===== config.mk =====
export PLATFORM = sky130hd
export DESIGN_NAME = uart_fifo_ctrl
export DESIGN_NICKNAME = d
export VERILOG_FILES = /design/src/rtl/uart_fifo_pkg.sv /design/src/rtl/uart_fifo_ctrl_tout.sv /design/src/rtl/uart_fifo_ctrl.sv
export SDC_FILE = /design/constraint.sdc
export NUM_CORES = 1
export LEC_CHECK = 0
export ABC_AREA = 1
export CORE_MARGIN = 2
export CORE_UTILIZATION = 46
export CTS_CLUSTER_DIAMETER = 40
export DETAILED_ROUTE_END_ITERATION = 12
export GPL_TIMING_DRIVEN = 0
export PLACE_DENSITY = 0.8
export SLEW_MARGIN = 20
export SYNTH_ARGS = -nofsm -noshare
export SYNTH_HDL_FRONTEND = slang
export SYNTH_SLANG_ARGS = --single-unit

===== constraint.sdc =====
create_clock -name clk -period 3.1 [get_ports clk]
set_input_delay 0.465 -clock clk [delete_from_list [all_inputs] [get_ports clk]]
set_output_delay 0.465 -clock clk [all_outputs]
set_load 0.01 [all_outputs]

===== src/rtl/uart_fifo_pkg.sv =====
// Shared defaults, trigger-select and timeout-state encodings
// for the UART FIFO pointer/status controller.
package uart_fifo_pkg;

  localparam int UART_FIFO_POINTER_W = 4;
  localparam int UART_FIFO_DEPTH     = 16;

  typedef enum logic [1:0] {
    TRIG_1  = 2'b00,
    TRIG_Q  = 2'b01,
    TRIG_H  = 2'b10,
    TRIG_NF = 2'b11
  } trig_sel_e;

  typedef enum logic [1:0] {
    TO_IDLE  = 2'b00,
    TO_COUNT = 2'b01,
    TO_EXP   = 2'b10
  } tout_state_e;

  function automatic int unsigned trig_level(
    input logic [1:0]  sel,
    input int unsigned depth
  );
    int unsigned lvl;
    lvl = 1;
    unique case (trig_sel_e'(sel))
      TRIG_1:  lvl = 1;
      TRIG_Q:  lvl = depth / 4;
      TRIG_H:  lvl = depth / 2;
      TRIG_NF: lvl = depth - 2;
      default: lvl = 1;
    endcase
    return lvl;
  endfunction

endpackage


===== src/rtl/uart_fifo_ctrl_tout.sv =====
// Character-timeout counter and FSM; asserts timeout after
// tout_load ticks with data waiting and no FIFO activity.
module uart_fifo_ctrl_tout
  import uart_fifo_pkg::*;
#(
  parameter int TOUT_W = 10
) (
  input  logic              clk,
  input  logic              rst_n,
  input  logic              act_i,
  input  logic              empty_i,
  input  logic              tick_i,
  input  logic [TOUT_W-1:0] tout_load_i,
  output logic              timeout_o
);

  tout_state_e       state_q;
  logic [TOUT_W-1:0] cnt_q;
  logic              timeout_q;
  logic              dis;

  assign dis       = (tout_load_i == '0);
  assign timeout_o = timeout_q;

  always_ff @(posedge clk or negedge rst_n) begin
    if (!rst_n) begin
      state_q   <= TO_IDLE;
      cnt_q     <= '0;
      timeout_q <= 1'b0;
    end else begin
      unique case (state_q)
        TO_IDLE: begin
          cnt_q <= tout_load_i;
          if (!empty_i && !dis)
            state_q <= TO_COUNT;
        end
        TO_COUNT: begin
          if (empty_i || dis) begin
            state_q <= TO_IDLE;
            cnt_q   <= tout_load_i;
          end else if (act_i) begin
            cnt_q <= tout_load_i;
          end else if (tick_i) begin
            if (cnt_q <= TOUT_W'(1)) begin
              state_q   <= TO_EXP;
              timeout_q <= 1'b1;
            end else begin
              cnt_q <= cnt_q - TOUT_W'(1);
            end
          end
        end
        TO_EXP: begin
          if (act_i || dis) begin
            state_q   <= TO_IDLE;
            timeout_q <= 1'b0;
            cnt_q     <= tout_load_i;
          end
        end
        default: begin
          state_q   <= TO_IDLE;
          timeout_q <= 1'b0;
        end
      endcase
    end
  end

endmodule


===== src/rtl/uart_fifo_ctrl.sv =====
// UART FIFO pointer/occupancy/status controller for an external RAM.
// Optional RTS flow control under UART_FIFO_HWFLOW_EN.
module uart_fifo_ctrl
  import uart_fifo_pkg::*;
#(
  parameter int ADDR_W = UART_FIFO_POINTER_W,
  parameter int DEPTH  = UART_FIFO_DEPTH,
  parameter int DATA_W = 8,
  parameter int TOUT_W = 10
) (
  input  logic              clk,
  input  logic              rst_n,
  input  logic              fifo_clr,
  input  logic              push,
  input  logic [DATA_W-1:0] push_data,
  input  logic              pop,
  output logic [DATA_W-1:0] pop_data,
  output logic              ram_we,
  output logic [ADDR_W-1:0] ram_top,
  output logic [ADDR_W-1:0] ram_bottom,
  output logic [DATA_W-1:0] ram_wdata,
  input  logic [DATA_W-1:0] ram_rdata,
  output logic [ADDR_W:0]   count,
  output logic              empty,
  output logic              full,
  output logic              overrun,
  input  logic              ovr_clr,
  input  logic [1:0]        trig_sel,
  output logic              trig_hit,
  input  logic              tick,
  input  logic [TOUT_W-1:0] tout_load,
  output logic              timeout
`ifdef UART_FIFO_HWFLOW_EN
  ,
  output logic              rts_n
`endif
);

  localparam int CW = ADDR_W + 1;
  localparam logic [ADDR_W:0] FULL_LVL = CW'(DEPTH);

  logic [ADDR_W-1:0] wptr_q, wptr_d;
  logic [ADDR_W-1:0] rptr_q, rptr_d;
  logic [ADDR_W:0]   count_q, count_d;
  logic              overrun_q;
  logic [ADDR_W:0]   lvl;
  logic              do_push, do_pop, drop;

  assign empty = (count_q == '0);
  assign full  = (count_q == FULL_LVL);
  assign count = count_q;

  assign ram_top    = wptr_q;
  assign ram_bottom = rptr_q;
  assign ram_wdata  = push_data;
  assign pop_data   = ram_rdata;

  // A pop on a full FIFO frees the slot the same-cycle write lands in.
  assign ram_we  = push & (~full | pop) & ~fifo_clr;
  assign do_push = ram_we;
  assign do_pop  = pop & ~empty & ~fifo_clr;
  assign drop    = push & full & ~pop & ~fifo_clr;

  assign lvl      = CW'(trig_level(trig_sel, DEPTH));
  assign trig_hit = (count_q >= lvl);
  assign overrun  = overrun_q;

  always_comb begin
    count_d = count_q;
    unique case (1'b1)
      fifo_clr:           count_d = '0;
      do_push && !do_pop: count_d = count_q + CW'(1);
      do_pop && !do_push: count_d = count_q - CW'(1);
      default:            count_d = count_q;
    endcase
  end

  assign wptr_d = fifo_clr ? '0 : wptr_q + ADDR_W'(do_push);
  assign rptr_d = fifo_clr ? '0 : rptr_q + ADDR_W'(do_pop);

  always_ff @(posedge clk or negedge rst_n) begin
    if (!rst_n) begin
      wptr_q    <= '0;
      rptr_q    <= '0;
      count_q   <= '0;
      overrun_q <= 1'b0;
    end else begin
      wptr_q  <= wptr_d;
      rptr_q  <= rptr_d;
      count_q <= count_d;
      if (drop)
        overrun_q <= 1'b1;
      else if (ovr_clr)
        overrun_q <= 1'b0;
    end
  end

  uart_fifo_ctrl_tout #(
    .TOUT_W (TOUT_W)
  ) u_tout (
    .clk         (clk),
    .rst_n       (rst_n),
    .act_i       (do_push | do_pop | fifo_clr),
    .empty_i     (empty),
    .tick_i      (tick),
    .tout_load_i (tout_load),
    .timeout_o   (timeout)
  );

`ifdef UART_FIFO_HWFLOW_EN
  localparam logic [ADDR_W:0] NF_LVL = CW'(DEPTH - 2);
  logic rts_q;

  // Hysteresis between the near-full mark and the trigger level.
  always_ff @(posedge clk or negedge rst_n) begin
    if (!rst_n)
      rts_q <= 1'b0;
    else if (fifo_clr)
      rts_q <= 1'b0;
    else if (count_d >= NF_LVL)
      rts_q <= 1'b1;
    else if (count_d <= lvl)
      rts_q <= 1'b0;
  end

  assign rts_n = rts_q;
`endif

endmodule


Word-level counts from Yosys, hierarchy flattened
Index checks and enable logic that the tools add are counted.
{ "word_totals": {"ff_bits": 27, "in_bits": 35, "output_inout_bits": 35, "elab_cells": 90} }
{ "classes": {"addsub": 5, "magnitude_cmp": 2, "n_eq_ne": 17, "n_mux": 25, "bitwise": 15, "n_reduce_logical": 19} }
{ "ops": {"columns": ["op", "n"], "rows": [
  ["10-bit two-way mux", 5],
  ["10-bit case mux with 3 select lines", 1],
  ["5-bit case mux with 4 select lines", 1],
  ["5-bit case mux with 3 select lines", 1],
  ["2-bit two-way mux", 6],
  ["10-bit by 1-bit <= comparator with 1-bit output (second input constant)", 1],
  ["10-bit zero test", 1],
  ["10-bit by 1-bit subtractor with 10-bit output (second input constant)", 1],
  ["4-bit by 1-bit adder with 4-bit output", 2],
  ["4-bit two-way mux", 2],
  ["4-bit by 2-bit != test with 1-bit output (second input constant)", 2],
  ["1-bit bitwise AND", 7],
  ["1-bit two-way mux", 7],
  ["2-bit equality test (second input constant)", 3],
  ["2-bit by 1-bit != test with 1-bit output (second input constant)", 3],
  ["2-bit != test (second input constant)", 3],
  ["2-bit case mux with 3 select lines", 1],
  ["6-bit AND reduction", 1],
  ["3-bit nonzero test", 2],
  ["5-bit by 1-bit adder with 5-bit output (second input constant)", 1],
  ["5-bit equality test (second input constant)", 1],
  ["5-bit >= comparator", 1],
  ["5-bit zero test", 1],
  ["1-bit inverter", 5],
  ["other kinds (14)", 24]
]} }

Longest topological paths before layout
Gate-level depths: netlist (run 1).
{ "depth": {"ltp_word": 10, "mapped_depth": 18, "ltp_nobuf": 17} }

Cells and area by module
From an unflattened synthesis (run 1), not the netlist that was laid out.
{ "hier_totals": {"hier_cells": 307, "hier_area_um2": 2238.4} }
{ "modules_own_cells": {"columns": ["mod", "n_inst", "cells_per_inst", "area_each_um2", "seq_area_each_um2"], "rows": [
  ["uart_fifo_ctrl", 1, 134, 1123.6, 350.3],
  ["uart_fifo_ctrl_tout", 1, 173, 1114.8, 325.3]
]} }

Worst setup path after synthesis (run 1)
No wires, ideal clock.
{ "synth_timing": {"path_type": "register to register", "startpoint": "register count_q[1], in the netlist count[1]", "endpoint": "register count_q[4], in the netlist count[4]", "t_arrival_ns": 2.483, "required_time_ns": 2.979, "setup_slack_ns": 0.496, "path_stages_with_launch": 16, "path_buffers": 1, "synth_period_minus_slack_ns": 2.604, "path_cell_list": "dfrtp_1 -> inv_1 -> nand3_1 -> nor3_1 -> nor3_1 -> inv_1 -> ha_1 -> buf_2 -> xor2_1 -> ha_1 -> inv_1 -> nand2_1 -> nand2_1 -> o21ai_1 -> xnor2_1 -> o21ai_1"} }
{ "synth_via": {"elab_chain_cells": 8, "elab_cells_between_ends": 17, "classes_between": "add/sub: 2; eq/ne: 1; mux: 1; bitwise: 7; reduce/logical: 6"} }
{ "synth_rtl": {"columns": ["item", "line_no", "text"], "rows": [
  ["from (decl)", "uart_fifo_ctrl.sv:44", "logic [ADDR_W:0] count_q, count_d;"],
  ["from (signal assigned)", "uart_fifo_ctrl.sv:90", "count_q <= count_d;"],
  ["5-bit equality test *", "uart_fifo_ctrl.sv:50", "assign full = (count_q == FULL_LVL);"],
  ["1-bit inverter *", "uart_fifo_ctrl.sv:59", "assign ram_we = push & (~full | pop) & ~fifo_clr;"],
  ["1-bit bitwise OR *", "uart_fifo_ctrl.sv:59", null],
  ["1-bit bitwise AND * (2 in a row)", "uart_fifo_ctrl.sv:59", null],
  ["via ram_we", "uart_fifo_ctrl.sv:18", "output logic ram_we,"],
  ["1-bit zero test", "uart_fifo_ctrl.sv:73", "do_pop && !do_push: count_d = count_q - CW'(1);"],
  ["1-bit logical AND", "uart_fifo_ctrl.sv:73", null],
  ["5-bit case mux with 3 select lines / 3-bit nonzero test (equally long branches)", null, null]
]} }
The timed path passes the listed nets; every way through them passes the cells marked *.
A chain may end at the register's enable or synchronous reset.

Final worst setup path (run 1)
{ "layout_timing": {"startpoint": "input port trig_sel[1]", "endpoint": "output port trig_hit"} }
{ "layout_via": {"elab_chain_cells": 3, "elab_cells_between_ends": 6, "classes_between": "order compare: 1; eq/ne: 3; mux: 1; reduce/logical: 1"} }
{ "layout_rtl": {"columns": ["item", "line_no", "text"], "rows": [
  ["from (decl)", "uart_fifo_ctrl.sv:28", "input logic [1:0] trig_sel,"],
  ["2-bit equality test, or another cell as far along", "uart_fifo_pkg.sv:27", "unique case (trig_sel_e'(sel))"],
  ["5-bit case mux with 4 select lines *", "uart_fifo_pkg.sv:27", null],
  ["5-bit >= comparator *", "uart_fifo_ctrl.sv:65", "assign trig_hit = (count_q >= lvl);"],
  ["to (decl)", "uart_fifo_ctrl.sv:29", "output logic trig_hit,"]
]} }
Mark *: on every way between the ends. The rest lies on a longest branch, timed or not. The select of a mux whose other input is x is not followed.

==> results of run 1 <==
-- metrics by stage --
| stage | TNS [ps] | utilization [%] | power, W | cell area [sq um] | worst slack (ps) |
|---|---|---|---|---|---|
| after detailed placement | -114.2 | 61.56 | 0.001255 | 2699 | -101.9 |
| after floorplan | 0 | - | 0.0009846 | 2108 | 495.8 |
| final | 0 | 62.81 | 0.001465 | 2754 | 371.2 |
| after CTS | 0 | 62.70 | 0.001482 | 2749 | 211.2 |
| after global routing | 0 | 62.81 | 0.001605 | 2754 | 175.8 |
| after global placement | -13.59 | 61.67 | 0.001238 | 2704 | -13.59 |
-- registers in the layout, summed over array words and instances (netlist names) --
register          count
u_tout.state_q        2
u_tout.timeout_o      1
overrun               1
count                 5
u_tout.cnt_q         10
ram_bottom            4
ram_top               4
-- Yosys cell counts (2+ instances only) --
cell / instances
nand4_1: 2
xor2_1: 5
nand2_2: 2
nor2_2: 6
dfrtp_1: 27
ha_1: 15
o21ai_0: 9
buf_4: 16
nand3b_1: 2
nand2_1: 91
nor3_1: 4
o21ai_1: 5
inv_1: 38
buf_2: 2
xnor2_1: 9
nor2_1: 35
nand3_1: 10
-- routing by layer --
| metal | share of wire, % | vias up | wire length [microns] | GRT usage [%] |
|---|---|---|---|---|
| li1 | - | 999 | - | - |
| met1 | 46 | 848 | 2026 | 22.59 |
| met2 | 46 | 49 | 2024 | 31.89 |
| met3 | 5.9 | 9 | 257 | 3.235 |
| met4 | 1.6 | 0 | 69 | 5.031 |
| met5 | 0 | - | 0 | 0 |
-- cells by family after synthesis --
logic type | Yosys count
AO/OA/AOI/OAI | 20
XOR/XNOR | 14
adder cells (fa/ha/maj) | 15
buffers and inverters | 58
flip-flops | 27
AND/OR/NAND/NOR | 159
-- power by group through the flow --
stage	registers (W)	clock network, W	logic (W)
3_3_place_gp	0.000526	0	0.000712
5_1_grt	0.000534	0.000236	0.000835
2_1_floorplan	0.000518	0	0.000467
4_1_cts	0.000522	0.000226	0.000735
3_5_place_dp	0.000526	0	0.000729
6_report	0.000522	0.000216	0.000727
-- cell usage in the layout (no fill, tap or decap), types with 2 or more instances in the layout --
cell,netlist,layout
clkdlybuf4s50_1,0,52
nand4_1,2,2
nor2_2,6,6
o21ai_1,5,5
nand2_1,91,91
ha_1,15,15
o21ai_0,9,9
nand3b_1,2,2
nor3_1,4,3
dfrtp_1,27,27
clkbuf_8,0,3
inv_1,38,38
nor2_1,35,35
buf_4,16,16
nand3_1,10,10
xor2_1,5,5
nand2_2,2,2
buf_2,2,3
xnor2_1,9,9
-- path summary, 6_finish.rpt --
path,from,to,depth (start not counted)
max,trig_sel[1],trig_hit,9
max reg2reg,count[0]$_DFFE_PN0P_,count[4]$_DFFE_PN0P_,15
max in group asynchronous,rst_n,u_tout.cnt_q[6]$_DFFE_PN0P_,1
min in group clk,u_tout.timeout_o$_DFFE_PN0P_,u_tout.timeout_o$_DFFE_PN0P_,2
min reg2reg,u_tout.timeout_o$_DFFE_PN0P_,u_tout.timeout_o$_DFFE_PN0P_,2
min,rst_n,ram_top[3]$_DFF_PN0_,1
-- critical path: cells and delay by family --
family	cells	cell delay [ps]
compound gates	3	350
buf+inv	3	1060
fa+ha+maj	1	260
simple gates	2	120
-- cell type report --
type	count	area share, %
clock buffers	3	1.499
flip-flops and latches	27	24.53
clock inverters	1	0.3180
repair buffers	53	19.08
plain buffers	19	5.134
well taps	52	2.363
multi-input cells	208	41.75
inverters	39	5.316
-- timing repair --
item / CTS / global route
setup buffers: 0 / 0
gates resized for setup: 0 / 1
endpoints found under the hold margin: 0 / 0
hold buffers: 0 / 0
endpoints found under the setup margin: 0 / 1
==> implementation parameters, run 1 <==
Parameter                              Value

Yosys
  Count of flip-flops with a built-in enable after synthesis ... 0
  Share of cell area taken by muxes after synthesis ... 0%
  Area share of and/or/nand/nor cells after synthesis ... 33.65%
  Fraction of the mapped netlist area in adder cells ... 8.902%
  Post-synth top area cell ... dfrtp_1
  Dominant cells by area after synthesis ... dfrtp_1, nand2_1, ha_1
  Ys flop type ... dfrtp_1
  Sequential area share after synthesis ... 32.05%
  Complex-gate fraction of the synthesized area ... between 5 and 6%
  Ys async rst share ... 100.0%
  Number of instances in the synthesized netlist ... 293
  Post-synthesis instance area ... about 2100 sq um
  Dominant combinational cell family by area after synthesis ... simple AND/OR/NAND/NOR gates
  Fraction of post-synthesis cell area in the top cell type by area ... 32.05%
  Cell variety after synth ... 32
  Yosys synthesis warning count ... 0
  Synth Register Bits ... 27
  Share of the synthesized netlist area taken by xor and xnor gates ... 5.816%
  Net Count, Synth ... 343
  Post-Synthesis Mean Instance Area ... just over 7 sq um

Critical path
  Flop2flop setup slack ... 460 ps
  Startpoint Class ... input pin
  Critical setup path kind ... in2out
  CP Data Arrival Time ... 2260 ps
  Most frequent cell on the critical path ... clkdlybuf4s50_1
  Type of destination of the critical path ... output pin
  Largest fanout on the critical path ... 3
  Cells traversed along the worst timing path ... clkdlybuf4s50_1 > nor2_1 > ha_1 > inv_1 > a21boi_0 > o21a_1 > o21ai_0 > nand2_1 > clkdlybuf4s50_1
  Worst path required time ... 2630 ps
  Delay contributed by the slowest stage of the critical path ... about 530 ps
  Library cell contributing the largest single delay on the critical path ... clkdlybuf4s50_1

Detailed routing
  Detailed-route via count ... about 1,900
  First-pass iteration count of the detailed router ... 4
  Antenna-violating nets left ... 0
  Vias per cell ... 4.739
  Initial DRC Count ... 67
  Post-DR wirelength/cell ... 10.89 microns
  Post-detailed-routing wire length ... 4376 microns
  DRC violations left ... 0

Floorplan
  Effective utilization at floorplan ... 48.09%
  Width of the chip ... 71.70 microns
  Core region area ... 4384 sq um
  Cell Rows ... 24
  I/O pin count ... 70
  Die Span Y ... just over 70 microns
  Die Area ... 5141 sq um

Final layout
  Growth of design area from synthesis to finish ... 30.62%
  FF+latch area ... 675.6 sq um
  Final standard cell count with taps included and fillers excluded ... around 400
  Number of nets in the layout ... 401
  Fraction of layout instances using a drive strength above 1 ... 11.71%
  Multi-input gate area ... 1150 sq um
  Fillers ... 405
  Number of inserted diodes ... 0

STA
  Setup repair after global routing missed its margin ... no
  Max Fclk ... roughly 0.37 GHz
  Post-route minimum period ... 2729 ps
  Number of pins exceeding their max-slew limit in the final report ... 0
  Tcrit/Tclk final ... a little under 90%
  Number of failing setup endpoints in the final timing report ... 0
  Worst hold slack across all endpoints ... 182.7 ps
  Clk_skew ... around 4.2 ps
  Slew at the pin closest to its max-slew limit ... between 600 and 700 ps
  Total count of hold-check failures in the final report ... 0
  Max-slew headroom ... 58.98%

Hold path
  Class of the tightest hold or removal check ... in2async

Power and ir drop
  Static Leakage ... 1.417 nW
  Part of the total power dissipated in the clock network ... 14.8%
  Cell Int Power ... 0.0008519 W
  Switching power total ... 0.0006128 W
  Sequential power share ... 35.6%
  Peak VDD IR ... 279.2 uV
  Portion of total power attributed to combinational logic ... between 40% and 50%
  Switching part of the total power ... 41.84%
  Pwr per Cell Area ... 531.8 nW/um^2

Global routing
  Initial antenna violation count ... 0
  Pin count of the biggest net entering global routing ... 28
  Vias in the first global route ... 1,763
  GRT Overall Usage ... around 18%
  Global-route wire length before repair ... 7583 microns
  Remaining Overflow, GRT ... 0

Placement
  GPL Wtd Cong ... 0.8786
  Cells after DPL ... about 400
  Total of buffers placed on input and output ports ... 53
  HPWL reported at the end of detailed placement ... ~3400 microns

Run
  Number of max-cap violations ... 0

CTS
  Longest Clk Path Bufs ... 2
  CTS sink cnt ... 27
  Clock transition at path regs ... about 100 ps
  Number of levels the H-tree was split into ... 1
  TritonCTS clock tree ... yes
  Clock root buffer ... clkbuf_8
  TritonCTS Buffers ... 3
  Clock latency on the worst-skew pair ... 280 ps

Outcome
  Outcome ... finished clean
No activity file was read; power rests on OpenSTA's default activity.
==> run 2, diff against run 1 <==
Settings changed: MAX_ROUTING_LAYER from default to met4.
==> run 2 against run 1 <==
Net effect:
- clock-buffer cell count stayed put
- critical path depth stayed put
- clock power hardly changed
- wire length hardly changed
- setup slack worse by 1.6 ps
- combinational power hardly changed
- sequential power hardly changed
- critical endpoint unchanged
- non-clock buffer count stayed put
- total power hardly changed
- cell count stayed put
- first-iteration DRC count stayed put
- die area stayed put
==> implementation parameters, run 2 (synthesis results as in run 1) <==
Parameter                              Value

Outcome
  Outcome ... finished clean (unchanged)

STA
  Tcrit/Tclk final ... 88.08% (was 88.02%)
  Max-slew headroom ... 59.05% (was 58.98%)
  Setup repair after global routing missed its margin ... no (unchanged)
  Post-route minimum period ... 2730 ps (was 2729 ps)
  Setup WS post-layout ... 369.7 ps (was 371.2 ps)
  Total count of hold-check failures in the final report ... 0 (unchanged)
  Number of pins exceeding their max-slew limit in the final report ... 0 (unchanged)
  Setup tns final ... 0 ps (unchanged)
  Number of failing setup endpoints in the final timing report ... 0 (unchanged)
  Max Fclk ... 0.3663 GHz (was 0.3665 GHz)
  Clk_skew ... 4.346 ps (was 4.182 ps)
  Slew at the pin closest to its max-slew limit ... 614.3 ps (was 615.4 ps)

Detailed routing
  Vias per cell ... 4.739 (unchanged)
  Antenna-violating nets left ... 0 (unchanged)
  DRC violations left ... 0 (unchanged)
  Post-detailed-routing wire length ... 4373 microns (was 4376 microns)
  Post-DR wirelength/cell ... 10.88 microns (was 10.89 microns)
  First-pass iteration count of the detailed router ... 4 (unchanged)
  Initial DRC Count ... 67 (unchanged)
  Detailed-route via count ... 1,905 (unchanged)

Placement
  Total of buffers placed on input and output ports ... 53 (unchanged)
  Minimum setup slack after placement ... -101.9 ps (unchanged)
  HPWL reported at the end of detailed placement ... 3432 microns (unchanged)
  GPL Wtd Cong ... 0.8932 (was 0.8786)
  Post-place instance area ... 2699 sq um (unchanged)

Critical path
  Delay contributed by the slowest stage of the critical path ... 530 ps (about the same)
  Number of cells traversed by the worst register-to-register path ... 15 (unchanged)
  Critical setup path kind ... in2out (unchanged)
  Flop2flop setup slack ... 460 ps (about the same)
  Type of destination of the critical path ... output pin (unchanged)
  Cells traversed along the worst timing path ... clkdlybuf4s50_1 > nor2_1 > ha_1 > inv_1 > a21boi_0 > o21a_1 > o21ai_0 > nand2_1 > clkdlybuf4s50_1 (unchanged)
  CP top delay family ... buffers and inverters (unchanged)
  Crit path buf inv count ... 3 (unchanged)
  FF-to-FF Start ... count[0]$_DFFE_PN0P_ (unchanged)
  Reg2Reg Capture Point ... count[4]$_DFFE_PN0P_ (unchanged)
  Most frequent cell on the critical path ... clkdlybuf4s50_1 (unchanged)
  CP Data Arrival Time ... 2270 ps (was 2260 ps)
  Worst path required time ... 2630 ps (about the same)
  Largest fanout on the critical path ... 3 (unchanged)
  Library cell contributing the largest single delay on the critical path ... clkdlybuf4s50_1 (unchanged)
  Startpoint Class ... input pin (unchanged)

Final layout
  Most common cell after layout, fill and taps aside ... nand2_1 (unchanged)
  Flip-flop count of the largest register after layout ... 10 (unchanged)
  Fraction of layout instances using a drive strength above 1 ... 11.71% (unchanged)
  Growth of design area from synthesis to finish ... 30.62% (unchanged)
  Number of inserted diodes ... 0 (unchanged)
  Commonest cells after routing, fill and taps aside ... nand2_1, clkdlybuf4s50_1, inv_1 (unchanged)
  Register with the highest flop count ... u_tout.cnt_q (unchanged)
  Total non-filler cell area in the finished layout ... 2754 sq um (unchanged)
  Number of nets in the layout ... 401 (unchanged)

Floorplan
  Cell Rows ... 24 (unchanged)
  Core region area ... 4384 sq um (unchanged)
  Die Area ... 5141 sq um (unchanged)
  I/O pin count ... 70 (unchanged)
  Width of the chip ... 71.70 microns (unchanged)
  Die Span Y ... 71.70 microns (unchanged)
  Effective utilization at floorplan ... 48.09% (unchanged)

CTS
  Clock latency on the worst-skew pair ... 280 ps (about the same)
  Longest Clk Path Bufs ... 2 (unchanged)
  Clock root buffer ... clkbuf_8 (unchanged)
  Number of levels the H-tree was split into ... 1 (unchanged)
  TritonCTS clock tree ... yes (unchanged)
  Number of buffers added for setup after CTS ... 0 (unchanged)
  TritonCTS Buffers ... 3 (unchanged)
  Count of hold-fix buffers inserted at cts ... 0 (unchanged)
  Clock transition at path regs ... 100 ps (about the same)
  CTS sink cnt ... 27 (unchanged)

Global routing
  Initial antenna violation count ... 0 (unchanged)
  Vias in the first global route ... 1,763 (unchanged)
  Global-route wire length before repair ... 7583 microns (unchanged)
  Remaining Overflow, GRT ... 0 (unchanged)
  Pin count of the biggest net entering global routing ... 28 (unchanged)
  GRT Overall Usage ... 18.61% (was 18.06%)

Run
  Number of max-cap violations ... 0 (unchanged)

Power and ir drop
  Peak VDD IR ... 279.1 uV (was 279.2 uV)
  Pwr per Cell Area ... 531.8 nW/um^2 (about the same)
  Static Leakage ... 1.417 nW (unchanged)

Hold path
  Class of the tightest hold or removal check ... in2async (unchanged)
-- run 2: cell counts in the layout (fill, tap and decap cells not counted) --
Identical to the previous run, type by type.
-- run 2: layer usage --
layer	vias to the layer above	global-route usage [%]	routed length (microns)
li1	999	-	-
met1	848	22.85	2046
met2	49	31.89	2024
met3	9	2.813	232
met4	0	5.031	69
met5	-	-	0
-- run 2: final cells by class --
class | count | area [sq um]
Clock buffer | 3 | 41.29
Tap cell | 52 | 65.06
Fill cell | 405 | 1630
Clock inverter | 1 | 8.758
Inverter | 39 | 146.4
Buffer | 19 | 141.4
Multi-Input combinational cell | 208 | 1150
Sequential cell | 27 | 675.6
Timing Repair Buffer | 53 | 525.5
-- run 2: how the worst max path moves through the flow --
stage / from / to / slack (ps) / cells after the start
after global routing: fifo_clr / count[4]$_DFFE_PN0P_ / 180 / 14
after detailed placement: fifo_clr / count[4]$_DFFE_PN0P_ / -100 / 14
final: trig_sel[1] / trig_hit / 370 / 9
after global placement: fifo_clr / count[4]$_DFFE_PN0P_ / -10 / 14
after CTS: fifo_clr / count[4]$_DFFE_PN0P_ / 210 / 14
after floorplan: count[1]$_DFFE_PN0P_ / count[4]$_DFFE_PN0P_ / 500 / 15
-- run 2: power by group --
group          switching [W]  total, W  internal (W)  leakage, nW
Sequential         0.0000969  0.000521      0.000425        0.349
Combinational       0.000394  0.000727      0.000333         1.04
Clock               0.000121  0.000216     0.0000946       0.0261
Total               0.000613   0.00146      0.000852         1.42
-- run 2: what timing repair did --
action / in CTS / in global routing
hold endpoints to repair: 0 / 0
setup endpoints to repair: 0 / 1
resized for setup: 0 / 1
-- run 2: stage by stage --
| step | std cells | hold WS [ps] | total power (W) | util [%] |
|---|---|---|---|---|
| floorplan | 293 | 169.4 | 0.0009846 | - |
| global placement | 398 | 473.3 | 0.001238 | 61.67 |
| detailed placement | 398 | 475.5 | 0.001255 | 61.56 |
| CTS | 402 | 211.9 | 0.001482 | 62.70 |
| global route | 402 | 231.5 | 0.001605 | 62.81 |
| finish | 402 | 182.4 | 0.001464 | 62.81 |
-- run 2: worst register-to-register path, stage by stage, from the launching register on --
cell	delay (ps)
dfrtp_1	490
nor2_2	170
nand3_1	90
nor3_1	260
nor3_2	130
inv_1	120
ha_1	150
buf_2	180
xor2_1	200
ha_1	170
inv_1	40
nand2_1	80
nand2_1	70
o21ai_1	180
xnor2_1	140
o21ai_1	70
